### src/rtl/mem_arbiter_if.sv
// Bus bundle between the CPU/DMA requesters, the arbiter and the single-port memory.
// The slave modport is the arbiter's view; master is the requester/memory side.
interface mem_arbiter_if #(
  parameter int AW = 16,
  parameter int DW = 8
);
  logic          cpu_req;
  logic          cpu_we;
  logic [AW-1:0] cpu_addr;
  logic [DW-1:0] cpu_wdata;
  logic          cpu_rdy;
  logic          cpu_rvalid;
  logic [DW-1:0] cpu_rdata;
  logic          dma_req;
  logic          dma_lock;
  logic          dma_we;
  logic [AW-1:0] dma_addr;
  logic [DW-1:0] dma_wdata;
  logic          dma_gnt;
  logic          dma_rvalid;
  logic [DW-1:0] dma_rdata;
  logic [AW-1:0] mem_addr;
  logic          mem_we;
  logic [DW-1:0] mem_din;
  logic [DW-1:0] mem_dout;

  modport slave (
    input  cpu_req, cpu_we, cpu_addr, cpu_wdata,
    input  dma_req, dma_lock, dma_we, dma_addr, dma_wdata,
    input  mem_dout,
    output cpu_rdy, cpu_rvalid, cpu_rdata,
    output dma_gnt, dma_rvalid, dma_rdata,
    output mem_addr, mem_we, mem_din
  );

  modport master (
    output cpu_req, cpu_we, cpu_addr, cpu_wdata,
    output dma_req, dma_lock, dma_we, dma_addr, dma_wdata,
    output mem_dout,
    input  cpu_rdy, cpu_rvalid, cpu_rdata,
    input  dma_gnt, dma_rvalid, dma_rdata,
    input  mem_addr, mem_we, mem_din
  );
endinterface

### src/rtl/mem_arbiter.sv
// CPU/DMA arbiter for a single-port synchronous memory: CPU priority, DMA
// starvation override after MAX_WAIT denials, and lockable DMA bursts capped at MAX_BURST.
//
// state    | meaning
// ST_CPU   | default; CPU wins unless DMA has been denied MAX_WAIT times
// ST_DMA   | locked DMA burst in progress; DMA owns the bus while it requests
// ST_YIELD | burst hit MAX_BURST; CPU gets this cycle, then back to ST_CPU
module mem_arbiter #(
  parameter int AW        = 16,
  parameter int DW        = 8,
  parameter int MAX_WAIT  = 4,
  parameter int MAX_BURST = 8
) (
  input logic        CLK,
  input logic        R,
  mem_arbiter_if.slave bus
);
  localparam int WW = $clog2(MAX_WAIT + 1);
  localparam int BW = $clog2(MAX_BURST + 1);
  localparam logic [WW-1:0] WAIT_SAT   = WW'(MAX_WAIT);
  localparam logic [BW-1:0] BURST_LAST = BW'(MAX_BURST - 1);

  typedef enum logic [1:0] {ST_CPU, ST_DMA, ST_YIELD} state_t;

  state_t        state;
  logic [WW-1:0] wait_cnt;
  logic [BW-1:0] burst_cnt;
  logic          cpu_rdy;
  logic          dma_gnt;
  logic          cpu_rvalid;
  logic          dma_rvalid;

  always_comb begin
    cpu_rdy = 1'b0;
    dma_gnt = 1'b0;
    if (!R) begin
      case (state)
        ST_CPU: begin
          dma_gnt = bus.dma_req & (~bus.cpu_req | (wait_cnt == WAIT_SAT));
          cpu_rdy = bus.cpu_req & ~dma_gnt;
        end
        ST_DMA: begin
          dma_gnt = bus.dma_req;
          cpu_rdy = bus.cpu_req & ~bus.dma_req;
        end
        ST_YIELD: begin
          cpu_rdy = bus.cpu_req;
          dma_gnt = bus.dma_req & ~bus.cpu_req;
        end
        default: ;
      endcase
    end
  end

  assign bus.cpu_rdy    = cpu_rdy;
  assign bus.dma_gnt    = dma_gnt;
  assign bus.cpu_rvalid = cpu_rvalid;
  assign bus.dma_rvalid = dma_rvalid;
  assign bus.cpu_rdata  = bus.mem_dout;
  assign bus.dma_rdata  = bus.mem_dout;
  assign bus.mem_addr   = R ? '0 : (dma_gnt ? bus.dma_addr : bus.cpu_addr);
  assign bus.mem_we     = (cpu_rdy & bus.cpu_we) | (dma_gnt & bus.dma_we);
  assign bus.mem_din    = dma_gnt ? bus.dma_wdata : bus.cpu_wdata;

  always_ff @(posedge CLK) begin
    if (R) begin
      state      <= ST_CPU;
      wait_cnt   <= '0;
      burst_cnt  <= '0;
      cpu_rvalid <= 1'b0;
      dma_rvalid <= 1'b0;
    end else begin
      cpu_rvalid <= cpu_rdy & ~bus.cpu_we;
      dma_rvalid <= dma_gnt & ~bus.dma_we;

      if (dma_gnt || !bus.dma_req)
        wait_cnt <= '0;
      else if (wait_cnt != WAIT_SAT)
        wait_cnt <= wait_cnt + 1'b1;

      // burst_cnt counts beats already granted in the current burst
      burst_cnt <= '0;
      case (state)
        ST_CPU: begin
          if (dma_gnt && bus.dma_lock) begin
            if (MAX_BURST == 1) begin
              state <= ST_YIELD;
            end else begin
              state     <= ST_DMA;
              burst_cnt <= BW'(1);
            end
          end
        end
        ST_DMA: begin
          if (!bus.dma_req || !bus.dma_lock)
            state <= ST_CPU;
          else if (burst_cnt == BURST_LAST)
            state <= ST_YIELD;
          else
            burst_cnt <= burst_cnt + 1'b1;
        end
        ST_YIELD: state <= ST_CPU;
        default:  state <= ST_CPU;
      endcase
    end
  end
endmodule

### src/flat_wrapper.sv
// flat-port wrapper written by rule: the top's interface ports become plain ports
module mem_arbiter_flat 
#(
  parameter int AW        = 16,
  parameter int DW        = 8,
  parameter int MAX_WAIT  = 4,
  parameter int MAX_BURST = 8
)
  (CLK, R, bus_cpu_req, bus_cpu_we, bus_cpu_addr, bus_cpu_wdata, bus_dma_req, bus_dma_lock, bus_dma_we, bus_dma_addr, bus_dma_wdata, bus_mem_dout, bus_cpu_rdy, bus_cpu_rvalid, bus_cpu_rdata, bus_dma_gnt, bus_dma_rvalid, bus_dma_rdata, bus_mem_addr, bus_mem_we, bus_mem_din);
  mem_arbiter_if #(.AW(AW), .DW(DW)) bus_i ();
  input logic CLK;
  input logic R;
  input wire logic [$bits(bus_i.cpu_req)-1:0] bus_cpu_req;
  input wire logic [$bits(bus_i.cpu_we)-1:0] bus_cpu_we;
  input wire logic [$bits(bus_i.cpu_addr)-1:0] bus_cpu_addr;
  input wire logic [$bits(bus_i.cpu_wdata)-1:0] bus_cpu_wdata;
  input wire logic [$bits(bus_i.dma_req)-1:0] bus_dma_req;
  input wire logic [$bits(bus_i.dma_lock)-1:0] bus_dma_lock;
  input wire logic [$bits(bus_i.dma_we)-1:0] bus_dma_we;
  input wire logic [$bits(bus_i.dma_addr)-1:0] bus_dma_addr;
  input wire logic [$bits(bus_i.dma_wdata)-1:0] bus_dma_wdata;
  input wire logic [$bits(bus_i.mem_dout)-1:0] bus_mem_dout;
  output wire logic [$bits(bus_i.cpu_rdy)-1:0] bus_cpu_rdy;
  output wire logic [$bits(bus_i.cpu_rvalid)-1:0] bus_cpu_rvalid;
  output wire logic [$bits(bus_i.cpu_rdata)-1:0] bus_cpu_rdata;
  output wire logic [$bits(bus_i.dma_gnt)-1:0] bus_dma_gnt;
  output wire logic [$bits(bus_i.dma_rvalid)-1:0] bus_dma_rvalid;
  output wire logic [$bits(bus_i.dma_rdata)-1:0] bus_dma_rdata;
  output wire logic [$bits(bus_i.mem_addr)-1:0] bus_mem_addr;
  output wire logic [$bits(bus_i.mem_we)-1:0] bus_mem_we;
  output wire logic [$bits(bus_i.mem_din)-1:0] bus_mem_din;
  assign bus_i.cpu_req = bus_cpu_req;
  assign bus_i.cpu_we = bus_cpu_we;
  assign bus_i.cpu_addr = bus_cpu_addr;
  assign bus_i.cpu_wdata = bus_cpu_wdata;
  assign bus_i.dma_req = bus_dma_req;
  assign bus_i.dma_lock = bus_dma_lock;
  assign bus_i.dma_we = bus_dma_we;
  assign bus_i.dma_addr = bus_dma_addr;
  assign bus_i.dma_wdata = bus_dma_wdata;
  assign bus_i.mem_dout = bus_mem_dout;
  assign bus_cpu_rdy = bus_i.cpu_rdy;
  assign bus_cpu_rvalid = bus_i.cpu_rvalid;
  assign bus_cpu_rdata = bus_i.cpu_rdata;
  assign bus_dma_gnt = bus_i.dma_gnt;
  assign bus_dma_rvalid = bus_i.dma_rvalid;
  assign bus_dma_rdata = bus_i.dma_rdata;
  assign bus_mem_addr = bus_i.mem_addr;
  assign bus_mem_we = bus_i.mem_we;
  assign bus_mem_din = bus_i.mem_din;
  mem_arbiter #(.AW(AW), .DW(DW), .MAX_WAIT(MAX_WAIT), .MAX_BURST(MAX_BURST)) u_core (.CLK(CLK), .R(R), .bus(bus_i));
endmodule
### config.mk
export PLATFORM = sky130hd
export DESIGN_NAME = mem_arbiter_flat
export DESIGN_NICKNAME = d
export VERILOG_FILES = /design/src/rtl/mem_arbiter_if.sv /design/src/rtl/mem_arbiter.sv /design/src/flat_wrapper.sv
export SDC_FILE = /design/constraint.sdc
export NUM_CORES = 1
export LEC_CHECK = 0
export ABC_AREA = 1
export CAP_MARGIN = 20
export CORE_MARGIN = 3
export CORE_UTILIZATION = 31
export CTS_CLUSTER_SIZE = 14
export DETAILED_ROUTE_END_ITERATION = 8
export PLACE_DENSITY = 0.95
export SLEW_MARGIN = 20
export SYNTH_ARGS = -nofsm -noshare
export SYNTH_HDL_FRONTEND = slang
export SYNTH_SLANG_ARGS = --single-unit
### constraint.sdc
create_clock -name CLK -period 2.8 [get_ports CLK]
set_clock_uncertainty 0.2 [all_clocks]
set_input_delay 0.56 -clock CLK [delete_from_list [all_inputs] [get_ports CLK]]
set_output_delay 0.56 -clock CLK [all_outputs]
set_load 0.02 [all_outputs]
==> results.toml, run 1 <==
[grt]
grt_max_degree = 27
globalRouteTotalUtil = 0.164
grt_first_pass_wirelength_um = 5350
antenna_found_initial = 0
grt_pass1_vias = 1250
grt-ovfl-total = 0

[run_status]
status = "completed"

[die]
die_h_um = 63.3
core_um2 = 3080
initial_utilization = 0.330
die_width_um = 63.3
io_pins = 108
rows = 20
dieArea_um2 = 4000

[drt]
drc = 0
viasPerCell = 4.50
routed_wl_um = 3430
ant_nets = 0
first_pass_iters = 4
wl_per_cell_um = 12.0
vias = 1282
drt_iter0_markers = 44

[logic_synthesis]
ys_ff_latch = 11
synthTopCellsByCount = "39 x nand2_1, 38 x nor2_1, 18 x buf_4"
ys_warn_count = 0
syn_nets = 229
syn_area_per_cell_um2 = 6.23
ys_seq_area_frac = 0.217
synthDistinctLibCells = 25
synth.most_common_cell = "nand2_1"
synth_ff_type = "dfxtp_1"
netlist_area_um2 = 1020
yosysTopAreaCell = "dfxtp_1"
synthTopCellsByArea = "dfxtp_1 22%, nand2_1 14%, nor2_1 14%"
async_reset_ff_frac = 0
syn-instance-count = 163
synth_edf_count = 0
synth_top_area_share = 0.217

[clocking]
numCtsBuffers = 3
clockRootBuffer = "clkbuf_4"
clockBufferDepth = 2
cts_tree = "done"
clk_transition_reported_paths_ns = 0.07
clock_latency_ns = 0.27
htree_num_levels = 1
cts.sinks = 11
holdBufCountCts = 0

[power]
leakage_nw = 0.872
powerDensity_nw_per_um2 = 271
peakVddDrop_mv = 0.189

[sta]
finalHoldViolCount = 0
maxSlewViolCount = 0
fin_crit_sh = 0.950
layout_setup_ws_ns = 0.140
whs_ns = 0.285
finalSetupViolCount = 0
max_clock_freq_mhz = 376
relSlewSlack = 0.838
worst_slew_pin_slew_ns = 0.243
period_minus_slack_ns = 2.66

[critical_path]
worstRegToRegCells = 8
crit_top_cell = "nor2_1"
path_cells = "inv_1, ha_1, nand2_1, nand3_4, nand2_4, clkinv_8, nor2_1, nor2_1, clkdlybuf4s15_1"
r2r_end = "u_core.wait_cnt[2]"
startpoint = "u_core.wait_cnt[0]"
cpPeakStageDelay_ns = 0.35
worst-path-buf-inv = 3
endpoint = "bus_mem_addr[0]"
r2r-start = "u_core.wait_cnt[0]"
cp.arrival_ns = 1.90
path_max_fanout = 26
crit_type = "register to output port"
path_delay_family = "simple AND/OR/NAND/NOR gates"
start_kind = "register"
crit_slowest_cell = "dfxtp_1"
worst_setup_path_end_kind = "output port"
path_depth = 9
critPathRequiredTime_ns = 2.04
worst-r2r-setup-slack_ns = 1.16

[run]
maxCapViolCount = 0

[layout]
n_antenna_cell = 0
drive_gt1_frac = 0.187
fillers = 289
area_growth_pct = 81.8
seqCellArea_um2 = 220
fin_nets = 308
multi_input_area_um2 = 593
final_cells = 285

[worst_hold_path]
hold_path_class = "register to register"

[place]
place.gp.congestion = 0.805
dp.cells = 276
pre_cts_ws_ns = -0.348
port_buffers = 83
post-dp-hpwl_um = 2620
## layout by cell type (no fill, tap or decap), drive strengths merged
master	n
nand2	42
ha	3
clkinv	1
a31o	1
dlymetal6s2s	3
clkdlybuf4s15	10
nor3	2
nor2	41
dlygate4sd2	5
dfxtp	11
clkdlybuf4s50	53
a21oi	5
xnor2	2
nand3	5
buf	20
o21ai	16
inv	9
nand3b	1
nand4	3
clkbuf	8
## tightest hold or removal path, stage by stage (launching register included)
cell and delay (ns):
dfxtp_1 0.33, nand2_1 0.06, a21oi_1 0.05
## how the worst min path moves through the flow
stage	cells after the start	slack, ns	end	startpoint
finish	2	0.29	u_core.wait_cnt[0]	u_core.wait_cnt[0]
floorplan	2	0.26	u_core.wait_cnt[1]	u_core.wait_cnt[1]
detailed placement	2	0.27	u_core.wait_cnt[0]	u_core.wait_cnt[0]
CTS	2	0.29	u_core.wait_cnt[0]	u_core.wait_cnt[0]
global route	2	0.32	u_core.wait_cnt[1]	u_core.wait_cnt[1]
global placement	2	0.27	u_core.wait_cnt[0]	u_core.wait_cnt[0]
## sequential cells by signal, indices dropped and copies added (netlist names)
name,cells
u_core.burst_cnt,4
u_core.bus.dma_rvalid,1
u_core.wait_cnt,3
u_core.state,2
u_core.bus.cpu_rvalid,1
## per-layer routing
layer / track usage / part of all wire / vias to the layer above
met4: 0.0620 / 0.019 / 0
met3: 0.0357 / 0.089 / 7
met2: 0.316 / 0.52 / 54
met1: 0.171 / 0.38 / 565
met5: 0 / 0 / -
li1: - / - / 656
## cells by family (layout without fill, tap and decap cells)
kind of cell / Yosys count / in the layout / synth area share
xor gates and xnor gates: 2 / 2 / 0.0172
buffers and inverters: 32 / 109 / 0.223
AOI/OAI and AO/OA: 22 / 22 / 0.116
DFF: 11 / 11 / 0.217
and+or+nand+nor: 93 / 94 / 0.390
adders and majority gates: 3 / 3 / 0.0369
## power by group
part | leakage [nW] | internal, mW | switching [mW]
Combinational | 0.768 | 0.126 | 0.103
Sequential | 0.0892 | 0.159 | 0.00189
Clock | 0.0150 | 0.0553 | 0.0550
## final cells by class
type | instances | share of cell area
repair buffers | 95 | 0.488
multi-input cells | 121 | 0.321
clock buffers | 4 | 0.0142
inverters | 10 | 0.0271
flip-flops and latches | 11 | 0.119
well taps | 44 | 0.0298
## repair_timing
item | 4_1_cts | 5_1_grt
pin swaps | 1 | 2
cloned | 0 | 2
setup endpoints to repair | 27 | 25
resized for setup | 75 | 13
buffers inserted | 1 | 2
## stage by stage
stage | cell area (um2) | utilization | setup TNS [ns] | power (mW)
2_1_floorplan | 1020 | - | 0 | 0.293
6_report | 1850 | 0.600 | 0 | 0.501
3_5_place_dp | 1790 | 0.583 | -8.05 | 0.403
5_1_grt | 1850 | 0.600 | -0.0245 | 0.532
4_1_cts | 1790 | 0.581 | 0 | 0.497
3_3_place_gp | 1790 | 0.583 | -7.39 | 0.400
Power figures use the tool's default switching activity.
==> run 2, diff against run 1 <==
CORE_UTILIZATION = 28   (was 31)
PLACE_DENSITY = 0.89   (was 0.95)
clock period = 2.6 ns   (was 2.8 ns; I/O delays follow)
==> results.toml, run 2 (synthesis gave the netlist of run 1 again) <==
[clocking]
holdBufCountCts = 0
clock_latency_ns = 0.28
clockBufferDepth = 2
clockRootBuffer = "clkbuf_4"
cts.sinks = 11
cts_tree = "done"
htree_num_levels = 1
clk_transition_reported_paths_ns = 0.07
numCtsBuffers = 3

[layout]
post-route-cell-area_um2 = 1790
largest-register = "u_core.burst_cnt"
n_antenna_cell = 0
area_growth_pct = 76.6
drive_gt1_frac = 0.230
largest_reg_flops = 4
final_cell_mix = "53 x clkdlybuf4s50_1, 38 x nand2_1, 38 x nor2_1"
biggestRegsByFlops = "u_core.burst_cnt: 4 flops, u_core.wait_cnt: 3 flops, u_core.state: 2 flops"
final_cells = 290
fin_nets = 311
final_common_cell = "clkdlybuf4s50_1"
fin_util = 0.525

[sta]
relSlewSlack = 0.834
finalSetupViolCount = 0
whs_ns = 0.381
maxSlewViolCount = 0
max_clock_freq_mhz = 397
fin_crit_sh = 0.970
worst_slew_pin_slew_ns = 0.248
period_minus_slack_ns = 2.52
finalHoldViolCount = 0
layout_setup_ws_ns = 0.0784
setup_tns_ns = 0

[critical_path]
path_max_fanout = 6
cp.arrival_ns = 1.80
r2r_end = "u_core.wait_cnt[1]"
r2r-start = "u_core.wait_cnt[0]"
worstRegToRegCells = 8
crit_type = "register to output port"
worst_setup_path_end_kind = "output port"
critPathRequiredTime_ns = 1.88
worst-r2r-setup-slack_ns = 0.94
start_kind = "register"

[grt]
grt_pass1_vias = 1187
grt_max_degree = 27
grt-ovfl-total = 0
globalRouteTotalUtil = 0.148
grt_first_pass_wirelength_um = 5070
antenna_found_initial = 0

[drt]
vias = 1282
wl_per_cell_um = 12.3
routed_wl_um = 3560
viasPerCell = 4.42
ant_nets = 0
drc = 0
first_pass_iters = 4
drt_iter0_markers = 55

[power]
leakage_nw = 0.858
seq_power_share = 0.322
powerDensity_nw_per_um2 = 300
pwr-share-comb = 0.452
intPower_mw = 0.362
p_sw_frac = 0.327
finalPower_mw = 0.538
p_sw_mw = 0.176
peakVddDrop_mv = 0.164
clkPwrFrac = 0.226

[place]
port_buffers = 83
dp.cells = 280
place_area_um2 = 1810
post-dp-hpwl_um = 2750
pre_cts_ws_ns = -0.456
place.gp.congestion = 0.776

[run_status]
status = "completed"

[die]
io_pins = 108
dieArea_um2 = 4390
rows = 21
initial_utilization = 0.297
die_h_um = 66.2
core_um2 = 3420
die_width_um = 66.2

[worst_hold_path]
whs_endpoint = "u_core.wait_cnt[2]"
hold_path_class = "register to register"
worstHoldStart = "u_core.wait_cnt[2]"
whs_path_depth = 2

[run]
maxCapViolCount = 0
## run 2: cell type report
| class | instances | area [um2] |
|---|---|---|
| Fill cell | 333 | 1620 |
| Multi-Input combinational cell | 120 | 581 |
| Tap cell | 46 | 57.6 |
| Timing Repair Buffer | 99 | 865 |
| Clock buffer | 4 | 26.3 |
| Sequential cell | 11 | 220 |
| Inverter | 10 | 45.0 |
## run 2: worst max path at each step
stage | start | end | slack, ns | cells after the start
after floorplan | u_core.wait_cnt[0] | bus_mem_addr[10] | 0.41 | 8
after global placement | bus_cpu_req | bus_mem_addr[13] | -0.45 | 7
after detailed placement | bus_cpu_req | bus_mem_addr[13] | -0.46 | 7
after CTS | u_core.wait_cnt[0] | bus_mem_addr[1] | 0.005 | 9
after global routing | u_core.wait_cnt[0] | bus_mem_din[2] | -0.002 | 10
final | u_core.wait_cnt[0] | bus_mem_din[1] | 0.08 | 10
## run 2: power by group through the flow
stage / Combinational (mW) / Sequential (mW) / Clock [mW]
global route: 0.262 / 0.174 / 0.129
CTS: 0.252 / 0.173 / 0.125
detailed placement: 0.261 / 0.177 / 0
global placement: 0.259 / 0.177 / 0
finish: 0.244 / 0.173 / 0.122
floorplan: 0.137 / 0.179 / 0
## run 2: what timing repair did
item	4_1_cts	5_1_grt
buffers inserted	3	2
endpoints found under the setup margin	27	24
cloned	1	0
pin swaps	2	3
resized for setup	81	28
endpoints found under the hold margin	0	0
## run 2: critical path: stages (launching register included)
cell and delay, ns:
dfxtp_1 0.33, inv_1 0.06, ha_1 0.20, nand2_2 0.10, nand3_2 0.12, nand2_4 0.18
buf_16 0.14, buf_4 0.13, nand2_1 0.05, nand2_1 0.06, buf_2 0.15
## run 2: layer usage
metal | part of all wire | global-route usage | up-vias
li1 | - | - | 662
met1 | 0.36 | 0.142 | 552
met2 | 0.50 | 0.280 | 58
met3 | 0.12 | 0.0391 | 10
met4 | 0.026 | 0.0787 | 0
met5 | 0 | 0 | -
==> run 3, diff against run 2 <==
GPL_TIMING_DRIVEN = 0   (was not set)
==> results.toml, run 3 (synthesis gave the netlist of run 1 again) <==
[run_status]
status = "completed"

[layout]
n_antenna_cell = 0
drive_gt1_frac = 0.258
largest_reg_flops = 4
post-route-cell-area_um2 = 2050
area_growth_pct = 102
final_cell_mix = "69 x clkdlybuf4s50_1, 38 x nand2_1, 38 x nor2_1"
fin_nets = 338
biggestRegsByFlops = "u_core.burst_cnt: 4 flops, u_core.wait_cnt: 3 flops, u_core.state: 2 flops"
final_common_cell = "clkdlybuf4s50_1"
largest-register = "u_core.burst_cnt"

[run]
maxCapViolCount = 0

[place]
port_buffers = 99
place_area_um2 = 2060
post-dp-hpwl_um = 3080
place.gp.congestion = 0.844
pre_cts_ws_ns = -0.670

[drt]
drt_iter0_markers = 24
ant_nets = 0
drc = 0
first_pass_iters = 4
routed_wl_um = 3790
vias = 1410
wl_per_cell_um = 12.0
viasPerCell = 4.45

[die]
initial_utilization = 0.297
dieArea_um2 = 4390
core_um2 = 3420
die_h_um = 66.2
io_pins = 108
rows = 21
die_width_um = 66.2

[grt]
grt_pass1_vias = 1305
grt_max_degree = 11
grt_first_pass_wirelength_um = 5660
antenna_found_initial = 0
grt-ovfl-total = 0
globalRouteTotalUtil = 0.160

[critical_path]
worst-path-buf-inv = 4
path_cells = "inv_1, ha_1, nand2_2, nand3_4, nand2_8, inv_8, buf_12, nor2_1, nor2_1, buf_4"
cpPeakStageDelay_ns = 0.35
crit_top_cell = "nor2_1"
crit_slowest_cell = "dfxtp_2"
crit_type = "register to output port"
path_delay_family = "simple AND/OR/NAND/NOR gates"
critPathRequiredTime_ns = 1.88
path_max_fanout = 10
start_kind = "register"
worst_setup_path_end_kind = "output port"
cp.arrival_ns = 1.77

[sta]
period_minus_slack_ns = 2.49
whs_ns = 0.286
layout_setup_ws_ns = 0.108
relSlewSlack = 0.847
finalSetupViolCount = 0
setup_tns_ns = 0
maxSlewViolCount = 0
worst_slew_pin_slew_ns = 0.229
max_clock_freq_mhz = 401
fin_crit_sh = 0.958
finalHoldViolCount = 0

[clocking]
htree_num_levels = 1
clock_latency_ns = 0.27
cts.sinks = 11
numCtsBuffers = 3
cts_tree = "done"
clockBufferDepth = 2
clockRootBuffer = "clkbuf_4"
holdBufCountCts = 0
clk_transition_reported_paths_ns = 0.07

[power]
leakage_nw = 0.960
peakVddDrop_mv = 0.240
finalPower_mw = 0.593
powerDensity_nw_per_um2 = 289

[worst_hold_path]
hold_path_class = "register to register"
run 3: changes by cell type in the layout (fill, tap and decap cells not counted), moves of 2 or more:
| cell | change |
|---|---|
| clkbuf_2 | -3 |
| buf_4 | +12 |
| dfxtp_1 | -2 |
| buf_6 | +3 |
| clkdlybuf4s50_1 | +16 |
| dlygate4sd2_1 | -2 |
| dfxtp_2 | +2 |
run 3: final cells by class:
type                    instances  area [um2]
plain buffers                  21         175
repair buffers                105         930
multi-input cells             120         593
inverters                      10        45.0
fillers                       331        1370
clock buffers                   4        26.3
well taps                      46        57.6
flip-flops and latches         11         223
run 3: tightest hold or removal path, delay by kind of cell, from the launching register on:
family	cells	cell delay, ns
simple gates	1	0.06
compound gates	1	0.05
flops	1	0.33
run 3: worst paths after layout:
| check | from | endpoint | slack (ns) | depth (start not counted) |
|---|---|---|---|---|
| worst min-delay path | u_core.wait_cnt[0] | u_core.wait_cnt[0] | 0.29 | 2 |
| worst max register to register | u_core.wait_cnt[0] | u_core.wait_cnt[1] | 0.97 | 8 |
| worst max-delay path | u_core.wait_cnt[0] | bus_mem_addr[12] | 0.11 | 10 |
| worst min register to register | u_core.wait_cnt[0] | u_core.wait_cnt[0] | 0.29 | 2 |
run 3: metrics by stage:
step	std cells	utilization
after floorplan	163	-
after global placement	308	0.604
after detailed placement	308	0.604
after CTS	315	0.587
after global routing	317	0.600
final	317	0.600
run 3: layer usage:
layer  vias up  track usage  wire length [um]
li1        717            -                 -
met1       625        0.152              1360
met2        64        0.317              1960
met3         4       0.0663               451
met4         0       0.0254                28
met5         -            0                 0
run 3: repair_timing:
action                     CTS  global route
setup endpoints to repair   27            26
resized for setup          112            13
pin swaps                    3             3
gates cloned                 0             0
buffers inserted             3             3
run 3: power breakdown:
group,total [mW],internal (mW),switching [mW]
Sequential,0.174,0.172,0.00241
Combinational,0.301,0.166,0.135
Clock,0.117,0.0593,0.0580
